### src/rtl/binary_to_gray_behavioural_if.sv
`default_nettype none
// ============================================================================
// Module   : binary_to_gray_behavioural_if
// Brief    : Bus bundle for the registered binary/Gray code converter.
//            The master drives the code word, qualifier and direction.
//            The slave returns the converted word, valid strobe and
//            single-step flag.
// Revision : 1.0  initial release
// ============================================================================
interface binary_to_gray_behavioural_if #(
  parameter int WIDTH = 4
);
  logic [WIDTH-1:0] b;
  logic             in_valid;
  logic             dir;
  logic [WIDTH-1:0] g;
  logic             g_valid;
  logic             step_ok;

  modport master (
    output b, in_valid, dir,
    input  g, g_valid, step_ok
  );

  modport slave (
    input  b, in_valid, dir,
    output g, g_valid, step_ok
  );
endinterface
`default_nettype wire

### src/rtl/binary_to_gray_behavioural.sv
`default_nettype none
// ============================================================================
// Module   : binary_to_gray_behavioural
// Brief    : Registered binary <-> reflected-Gray converter with a valid
//            strobe and a Gray adjacency flag. Latency is one clock and
//            throughput is one word per clock.
// Revision : 1.0  initial release
// ============================================================================
module binary_to_gray_behavioural #(
  parameter int WIDTH = 4
) (
  input  logic                          clk,
  input  logic                          rst_n,
  binary_to_gray_behavioural_if.slave   bus
);

  localparam logic [WIDTH-1:0] ONE = {{(WIDTH-1){1'b0}}, 1'b1};

  // Binary to Gray: each bit is the XOR of itself and its upper neighbour.
  function automatic logic [WIDTH-1:0] to_gray(input logic [WIDTH-1:0] v);
    return v ^ (v >> 1);
  endfunction

  // Gray to binary: prefix XOR running from the MSB down to the LSB.
  function automatic logic [WIDTH-1:0] to_bin(input logic [WIDTH-1:0] v);
    logic [WIDTH-1:0] r;
    r = v;
    for (int i = WIDTH - 2; i >= 0; i--) begin
      r[i] = r[i+1] ^ v[i];
    end
    return r;
  endfunction

  // True when exactly one bit is set (non-zero power of two).
  function automatic logic one_hot(input logic [WIDTH-1:0] v);
    return (v != '0) && ((v & (v - ONE)) == '0);
  endfunction

  logic [WIDTH-1:0] g_q,       g_d;
  logic             g_valid_q, g_valid_d;
  logic             step_ok_q, step_ok_d;
  logic [WIDTH-1:0] hist_q,    hist_d;
  logic             have_prev_q, have_prev_d;
  logic [WIDTH-1:0] conv;

  // Next-state: convert the accepted word and, for binary-to-Gray accepts,
  // compare it against the previous Gray word to flag a single-bit step.
  always_comb begin
    conv        = bus.dir ? to_bin(bus.b) : to_gray(bus.b);
    g_d         = g_q;
    g_valid_d   = 1'b0;
    step_ok_d   = 1'b0;
    hist_d      = hist_q;
    have_prev_d = have_prev_q;
    if (bus.in_valid) begin
      g_d       = conv;
      g_valid_d = 1'b1;
      if (!bus.dir) begin
        // Identical words give a zero XOR, so one_hot rejects them.
        step_ok_d   = have_prev_q && one_hot(conv ^ hist_q);
        hist_d      = conv;
        have_prev_d = 1'b1;
      end
    end
  end

  // State and output registers; reset clears everything including history.
  always_ff @(posedge clk or negedge rst_n) begin
    if (!rst_n) begin
      g_q         <= '0;
      g_valid_q   <= 1'b0;
      step_ok_q   <= 1'b0;
      hist_q      <= '0;
      have_prev_q <= 1'b0;
    end else begin
      g_q         <= g_d;
      g_valid_q   <= g_valid_d;
      step_ok_q   <= step_ok_d;
      hist_q      <= hist_d;
      have_prev_q <= have_prev_d;
    end
  end

  assign bus.g       = g_q;
  assign bus.g_valid = g_valid_q;
  assign bus.step_ok = step_ok_q;

endmodule
`default_nettype wire

### src/flat_wrapper.sv
// flat-port wrapper written by rule: the top's interface ports become plain ports
module binary_to_gray_behavioural_flat 
#(
  parameter int WIDTH = 4
)
  (clk, rst_n, bus_b, bus_in_valid, bus_dir, bus_g, bus_g_valid, bus_step_ok);
  binary_to_gray_behavioural_if #(.WIDTH(WIDTH)) bus_i ();
  input  logic clk;
  input  logic rst_n;
  input wire logic [$bits(bus_i.b)-1:0] bus_b;
  input wire logic [$bits(bus_i.in_valid)-1:0] bus_in_valid;
  input wire logic [$bits(bus_i.dir)-1:0] bus_dir;
  output wire logic [$bits(bus_i.g)-1:0] bus_g;
  output wire logic [$bits(bus_i.g_valid)-1:0] bus_g_valid;
  output wire logic [$bits(bus_i.step_ok)-1:0] bus_step_ok;
  assign bus_i.b = bus_b;
  assign bus_i.in_valid = bus_in_valid;
  assign bus_i.dir = bus_dir;
  assign bus_g = bus_i.g;
  assign bus_g_valid = bus_i.g_valid;
  assign bus_step_ok = bus_i.step_ok;
  binary_to_gray_behavioural #(.WIDTH(WIDTH)) u_core (.clk(clk), .rst_n(rst_n), .bus(bus_i));
endmodule
### config.mk
export PLATFORM = sky130hd
export DESIGN_NAME = binary_to_gray_behavioural_flat
export DESIGN_NICKNAME = d
export VERILOG_FILES = /design/src/rtl/binary_to_gray_behavioural_if.sv /design/src/rtl/binary_to_gray_behavioural.sv /design/src/flat_wrapper.sv
export SDC_FILE = /design/constraint.sdc
export NUM_CORES = 1
export LEC_CHECK = 0
export ABC_CLOCK_PERIOD_IN_PS = 1400
export CORE_MARGIN = 2
export CORE_UTILIZATION = 41
export DETAILED_ROUTE_END_ITERATION = 12
export GPL_ROUTABILITY_DRIVEN = 0
export PLACE_DENSITY = 0.67
export SLEW_MARGIN = 20
export SYNTH_ARGS = -nofsm -noshare
export SYNTH_HDL_FRONTEND = slang
export SYNTH_SLANG_ARGS = --single-unit
### constraint.sdc
create_clock -name clk -period 1.4 [get_ports clk]
set_clock_uncertainty 0.1 [all_clocks]
set_input_delay 0.28 -clock clk [delete_from_list [all_inputs] [get_ports clk]]
set_output_delay 0.28 -clock clk [all_outputs]
set_load 0.005 [all_outputs]
Word level (Yosys, flattened, before mapping)
Index checks and enable logic that the tools add are counted.
W data, S select, Z words.
{ "op_classes": {"add_sub_neg": 1, "n_mux": 4, "bitwise": 7, "reduce_logical": 5} }
{ "ops": {"columns": ["cell", "count"], "rows": [
  ["$and A4 B4 Y4", 1],
  ["$logic_not A4 Y1", 1],
  ["$mux W4", 1],
  ["$reduce_bool A4 Y1", 1],
  ["$sub A4 B1 Y4 const B", 1],
  ["$xor A4 B3 Y4", 1],
  ["$xor A4 B4 Y4", 1],
  ["$mux W1", 3],
  ["$xor A1 B1 Y1", 3],
  ["$logic_and A1 B1 Y1", 2],
  ["$reduce_and A2 Y1", 1],
  ["$not A1 Y1", 1]
]} }
{ "word_totals": {"regBits": 11, "in_bits": 8, "out_inout_bits": 6} }

Depth between registers and ports, before layout
Gate-level depths: netlist of the first run.
{ "logic_depth": {"depth_word": 12, "ltp_mapped": 5, "ltp_nobuf": 5} }

Least setup slack after synthesis of the first run
OpenSTA, ideal clock, no wires.
{ "synth_path": {"kind": "input to register", "from": "input bus_b[0]", "to": "register u_core.step_ok_q, in the netlist u_core.bus.step_ok", "setup_ps": 80, "arrival_time_ps": 1287, "path_slack_ps": -68, "stages": 5, "n_path_buf": 0, "path_cell_list": "xnor2_2 -> xor2_1 -> xnor2_1 -> mux2_4 -> nor3_2"} }
{ "synth_via": {"elab_chain_len": 10, "elab_cells_between_ends": 12} }
{ "synth_lines": {"columns": ["element", "line_no", "text"], "rows": [
  ["start: declaration", "flat_wrapper.sv:10", "input wire logic [$bits(bus_i.b)-1:0] bus_b;"],
  ["$xor A4 B3 Y4 or $xor A1 B1 Y1 (tied branches)", "binary_to_gray_behavioural.sv:21, binary_to_gray_behavioural.sv:29", null],
  ["$mux W4 (*)", "binary_to_gray_behavioural.sv:49", "conv = bus.dir ? to_bin(bus.b) : to_gray(bus.b);"],
  ["$xor A4 B4 Y4 (*)", "binary_to_gray_behavioural.sv:60", "step_ok_d = have_prev_q && one_hot(conv ^ hist_q);"],
  ["$sub A4 B1 Y4", "binary_to_gray_behavioural.sv:36", "return (v != '0) && ((v & (v - ONE)) == '0);"],
  ["$and A4 B4 Y4", "binary_to_gray_behavioural.sv:36", null],
  ["$logic_not A4 Y1", "binary_to_gray_behavioural.sv:36", null],
  ["$logic_and A1 B1 Y1 (*)", "binary_to_gray_behavioural.sv:36", null],
  ["$logic_and A1 B1 Y1 (*)", "binary_to_gray_behavioural.sv:60", null],
  ["$mux W1 (*)", "binary_to_gray_behavioural.sv:58", "if (!bus.dir) begin"],
  ["$mux W1 (*)", "binary_to_gray_behavioural.sv:55", "if (bus.in_valid) begin"],
  ["named net u_core.step_ok_d", "binary_to_gray_behavioural.sv:41", "logic step_ok_q, step_ok_d;"],
  ["end signal: assignment", "binary_to_gray_behavioural.sv:78", "step_ok_q <= step_ok_d;"],
  ["end: declaration", "binary_to_gray_behavioural.sv:41", null]
]} }
The timed path passes the listed nets; every way through them passes the cells marked *.
A chain may end at the register's enable or synchronous reset.

Final worst setup path of the first run
Same ends and word-level chain as after synthesis.

==> metrics.md, run 1 <==
| Metric | Value |
|---|---|
| Total of warnings raised by yosys | `0` |
| Placed insts | `88` |
| Vias per cell | `~4.8` |
| Pin count of the biggest net entering global routing | `12` |
| Max-cap violations | `0` |
| GR Overflow Total | `0` |
| Worst Setup End Kind | `flop` |
| R2R depth | `4` |
| Layout area overhead | `53.0%` |
| Hold Path Class | `primary input to asynchronous set/reset pin` |
| Hpwl dp | `around 980 µm` |
| Core ar. | `1300 µm²` |
| Sequential fraction of the synthesis area | `47.6%` |
| Reg clk slew, reported paths | `approximately 0.07 ns` |
| Post-Syn Instances | `48` |
| Most common cell after layout, fill and taps aside | `buf_4` |
| Fill cells | `110` |
| Commonest cells after routing, fill and taps aside | `15 x buf_4, 11 x dfrtp_1, 9 x dlygate4sd2_1, 5 x nand2_1, 4 x xnor2_2` |
| # rows | `13` |
| Core Util, Final | `between 60% and 70%` |
| Peak Freq | `about 700 MHz` |
| CP startpoint kind | `primary input` |
| Setup violators final | `1` |
| Number of port buffers | `13` |
| Worst path slowest cell | `mux2_4` |
| Mapped Area | `slightly below 600 µm²` |
| CP top delay family | `XOR/XNOR gates` |
| Crit path max fanout | `2` |
| Power per cell area | `1060 nW/µm²` |
| CP Launch Point | `bus_b[0]` |
| Clock Tree Buf Depth | `2` |
| Setup TNS | `-0.0615 ns` |
| Worst Setup Path Type | `primary input to flop` |
| Top post-synthesis cells by area | `dfrtp_1 48%, xnor2_1 6.1%, mux2_2 5.8%, xnor2_2 5.6%, xor2_1 4.5%` |
| First-pass GRT wire length | `about 2100 µm` |
| Final setup margin | `-0.0615 ns` |
| Worst path cell trace | `dlygate4sd2_1 > xnor2_4 > xor2_2 > xnor2_2 > mux2_4 > nor3_2` |
| Fin area | `just under 900 µm²` |
| Critical Path RT | `1.49 ns` |
| Syn Nets | `56` |
| DR DRC count | `0` |
| Initial antenna violation count | `0` |
| Antenna diodes | `0` |
| Fin crit share | `104%` |
| Failing checks | `negative setup slack` |
| Io pins | `14` |
| Share of layout cells above drive strength 1 | `~44%` |
| CTS tree | `done` |
| Vias | `roughly 450` |
| Final hold vios | `0` |
| DIE HEIGHT | `approximately 42 µm` |
| GRT Overall Usage | `roughly 17%` |
| Average size of a mapped cell | `12.0 µm²` |
| Nets@finish | `between 80 and 90` |
| Layout Cells excl Fill | `94` |
| Cts hold-fix bufs | `0` |
| Critical path depth | `6` |
| Drt total wl | `1160 µm` |
| Synth area leader | `dfrtp_1` |
| WL/cell | `roughly 12 µm` |
| Drt first-iter violations | `11` |
| Arr. time, crit path | `1.56 ns` |
| Buf+Inv Stages, Crit Path | `1` |
| Latest clock arrival within the worst-skew pair | `~0.27 ns` |
| Fin crit period | `approximately 1.5 ns` |
| Unique cell type count in the Yosys netlist | `21` |
| Placed Area | `about 830 µm²` |
| Status | `finished with violations` |
| FF+latch count, synth | `11` |
| Worst r2r src | `u_core.hist_q[1]$_DFFE_PN0P_` |
| Clock buffers created by TritonCTS | `3` |
| CTS root buf | `clkbuf_4` |
| Post-synth top area share | `around 48%` |
| Worst-Margin Slew | `about 0.21 ns` |
| Pre-antenna DRT Iters | `4` |
| Final Max Tran Viols | `0` |
| RSZ-0062 raised after global routing | `true` |
| CP peak stage delay | `between 0.3 and 0.4 ns` |
| Die width | `about 42 µm` |
| Leakage | `~0.00044 µW` |
| Max IR drop VDD | `0.000666 V` |
| Starting density of the core | `roughly 44%` |
| Routed Antenna Nets | `0` |
| Vias in the first global route | `486` |
| Relative slew margins | `a little under nine tenths` |
| Die area | `about 1700 µm²` |
| CTS Sinks | `11` |
| H-Tree Depth | `1` |
area by class of cell:
cell class | instances | area, µm² | share of cell area, %
Sequential cell | 11 | 275 | 31.1
Clock buffer | 4 | 26.3 | 2.97
Inverter | 1 | 3.75 | 0.424
Timing Repair Buffer | 28 | 221 | 25.0
Multi-Input combinational cell | 35 | 339 | 38.3
Tap cell | 15 | 18.8 | 2.12
registers in the layout (all words and copies together), names as in the netlist:
| register | count |
|---|---|
| u_core.bus.g_valid | 1 |
| u_core.have_prev_q | 1 |
| u_core.bus.g | 4 |
| u_core.hist_q | 4 |
| u_core.bus.step_ok | 1 |
through the flow:
| step | worst slack (ns) | hold slack [ns] | power, µW |
|---|---|---|---|
| final | -0.0615 | 0.200 | 934 |
| after detailed placement | -0.676 | 0.386 | 713 |
| after CTS | -0.0781 | 0.199 | 932 |
| after global placement | -0.622 | 0.357 | 697 |
| after floorplan | -0.0191 | -0.116 | 564 |
| after global routing | -0.105 | 0.228 | 996 |
path summary, 6_finish.rpt:
kind / endpoint / slack [ns]
setup / recovery: u_core.bus.step_ok$_DFF_PN0_ / -0.06
min in group clk: u_core.bus.g[2]$_DFFE_PN0P_ / 0.38
setup reg to reg: u_core.bus.step_ok$_DFF_PN0_ / -0.05
max in group asynchronous: u_core.bus.g[1]$_DFFE_PN0P_ / 0.85
hold / removal: u_core.hist_q[2]$_DFFE_PN0P_ / 0.20
hold reg to reg: u_core.have_prev_q$_DFFE_PN0P_ / 0.40
routing by layer:
metal  vias to the layer above  track usage [%]  share of wire, %
li1                        223                -                 -
met1                       214             19.2                36
met2                        14             29.4                57
met3                         2             6.52               6.3
met4                         0             3.87              0.69
met5                         -                0                 0
report_power, final:
group | leakage, µW | internal [µW] | switching, µW | total (µW)
Clock | 0.0000150 | 110 | 106 | 217
Sequential | 0.000129 | 358 | 26.3 | 385
Combinational | 0.000293 | 204 | 129 | 333
Yosys cell counts:
master / instances
xnor2_1: 4
xor3_2: 1
inv_1: 1
nor2_1: 3
dfrtp_1: 11
nand2b_1: 2
mux2_1: 1
mux2_4: 1
o21ai_0: 3
and2_1: 1
xnor2_2: 2
nor3_2: 1
mux2i_1: 1
and2b_2: 1
a21oi_1: 1
mux2_2: 3
nand2b_4: 1
clkbuf_1: 1
nand3_1: 1
xor2_1: 3
nand2_1: 5
worst register-to-register path, cell delays in order (launching register included):
cell and delay [ns]:
dfrtp_1 0.39, xor3_2 0.43, nor2_2 0.05, mux2_4 0.26
nor3_2 0.14
kinds of logic (layout without fill, tap and decap cells):
group	after synthesis	after routing	share of synthesized area (%)
AO/OA/AOI/OAI	4	4	3.46
flip-flops	11	11	47.6
XOR/XNOR	10	10	20.6
buffers and inverters	2	33	1.30
AND/OR/NAND/NOR	15	15	14.9
multiplexers	6	6	12.1
timing repair:
action	CTS	global route
hold endpoints to repair	0	0
pin swaps	4	3
setup endpoints to repair	9	2
resized for setup	15	5
setup buffers	1	1
Note: power is estimated with default switching activity, not from simulation.
==> run 2: changes to the inputs <==
Settings changed: SETUP_SLACK_MARGIN set to 0.05.
==> run 2 against run 1 <==
Largest cell class unchanged. The flow still finishes with violations (negative setup slack). Fmax about the same. Wire length rose by 0.77%. Critical path depth unchanged. Non-clock buffer count is 1 higher. Setup slack barely moved. Sequential share of layout area is 0.48 points lower.
==> metrics.md, run 2 (synthesis gave the netlist of run 1 again) <==
| Metric | Value |
|---|---|
| WL/cell | `between 10 and 15 µm` |
| Hpwl dp | `982 µm` |
| Initial antenna violation count | `0` |
| Final setup margin | `-0.0615 ns` |
| Fin crit share | `104%` |
| Final hold vios | `0` |
| Vias in the first global route | `486` |
| Critical Path RT | `between 1 and 1.5 ns` |
| Routed Antenna Nets | `0` |
| Commonest cells after routing, fill and taps aside | `16 x buf_4, 11 x dfrtp_1, 9 x dlygate4sd2_1, 5 x nand2_1, 4 x xnor2_2` |
| GRT Overall Usage | `16.8%` |
| Core ar. | `1300 µm²` |
| Die width | `between 40 and 50 µm` |
| Worst-Margin Slew | `approximately 0.21 ns` |
| Nets@finish | `89` |
| Failing checks | `negative setup slack` |
| Pin count of the biggest net entering global routing | `12` |
| Relative slew margins | `a little under nine tenths` |
| Io pins | `14` |
| Layout area overhead | `55.4%` |
| First-pass GRT wire length | `between 2000 and 2500 µm` |
| Vias per cell | `4.77` |
| Max-cap violations | `0` |
| Number of port buffers | `13` |
| Drt first-iter violations | `11` |
| Worst Setup End Kind | `flop` |
| Arr. time, crit path | `around 1.6 ns` |
| Starting density of the core | `roughly 44%` |
| Most common cell after layout, fill and taps aside | `buf_4` |
| Hold slack | `approximately 0.20 ns` |
| Latest clock arrival within the worst-skew pair | `0.27 ns` |
| CTS tree | `done` |
| Crit path max fanout | `2` |
| Peak Freq | `a little under 700 MHz` |
| # rows | `13` |
| CP top delay family | `XOR/XNOR gates` |
| Antenna diodes | `0` |
| DIE HEIGHT | `between 40 and 50 µm` |
| Die area | `1730 µm²` |
| RSZ-0062 raised after global routing | `true` |
| CTS Sinks | `11` |
| Clock Tree Buf Depth | `2` |
| Drt total wl | `approximately 1200 µm` |
| Leakage | `around 0.00044 µW` |
| CP peak stage delay | `0.32 ns` |
| CP startpoint kind | `primary input` |
| Power per cell area | `around 1000 nW/µm²` |
| Share of layout cells above drive strength 1 | `approximately 45%` |
| H-Tree Depth | `1` |
| Fin crit period | `between 1 and 1.5 ns` |
| Clock buffers created by TritonCTS | `3` |
| Reg clk slew, reported paths | `0.07 ns` |
| Worst path slowest cell | `mux2_4` |
| Pre-antenna DRT Iters | `4` |
| Hold Path Class | `primary input to asynchronous set/reset pin` |
| DR DRC count | `0` |
| Final Max Tran Viols | `0` |
| Max IR drop VDD | `roughly 0.00066 V` |
| Vias | `453` |
| GR Overflow Total | `0` |
| Setup TNS | `-0.0615 ns` |
| CTS root buf | `clkbuf_4` |
| Worst path cell trace | `dlygate4sd2_1 > xnor2_4 > xor2_2 > xnor2_2 > mux2_4 > nor3_2` |
| Worst Setup Path Type | `primary input to flop` |
| Setup violators final | `1` |
| Status | `finished with violations` |
| Buf+Inv Stages, Crit Path | `1` |
run 2: final timing paths:
path | startpoint | endpoint | slack (ns) | cells past startpoint
setup / recovery | bus_b[0] | u_core.bus.step_ok$_DFF_PN0_ | -0.06 | 6
hold / removal | rst_n | u_core.hist_q[2]$_DFFE_PN0P_ | 0.20 | 2
setup reg to reg | u_core.hist_q[1]$_DFFE_PN0P_ | u_core.bus.step_ok$_DFF_PN0_ | -0.05 | 4
hold reg to reg | u_core.have_prev_q$_DFFE_PN0P_ | u_core.have_prev_q$_DFFE_PN0P_ | 0.40 | 1
max in group asynchronous | rst_n | u_core.bus.g[1]$_DFFE_PN0P_ | 0.85 | 2
min in group clk | u_core.have_prev_q$_DFFE_PN0P_ | u_core.have_prev_q$_DFFE_PN0P_ | 0.40 | 1
run 2: worst reg2reg max path, stage by stage (launching register included):
cell	delay, ns
dfrtp_1	0.39
xor3_2	0.43
nor2_2	0.05
mux2_4	0.26
nor3_2	0.14
run 2: timing repair:
item	4_1_cts	5_1_grt
buffers inserted	1	2
gates resized for setup	17	3
hold buffers	0	0
pin swaps	4	4
endpoints found under the setup margin	9	2
run 2: final cells by class:
cell class,instances,area (µm²)
well taps,15,18.8
clock buffers,4,26.3
flip-flops and latches,11,275
inverters,1,3.75
fillers,106,403
repair buffers,29,235
multi-input cells,35,339
run 2: metrics by stage:
step           cells  cell area (µm²)  setup slack [ns]  power [µW]  utilization, %
6_report          95              898           -0.0615         939            69.0
3_5_place_dp      88              832            -0.676         713            63.9
5_1_grt           95              898            -0.105        1000            69.0
3_3_place_gp      88              832            -0.622         697            63.9
4_1_cts           93              885           -0.0781         933            68.0
2_1_floorplan     48              589           -0.0191         564               -
run 2: report_power, final:
part	leakage, µW	internal (µW)	switching (µW)
Combinational	0.000298	209	129
Sequential	0.000129	358	26.4
Clock	0.0000150	110	106
Total	0.000442	678	262
run 2: per-layer routing:
| metal | global-route usage [%] | part of all wire (%) | up-vias |
|---|---|---|---|
| met5 | 0 | 0 | - |
| met4 | 3.87 | 0.68 | 0 |
| met3 | 6.52 | 6.1 | 2 |
| met2 | 29.4 | 56 | 12 |
| met1 | 19.2 | 37 | 214 |
| li1 | - | - | 225 |
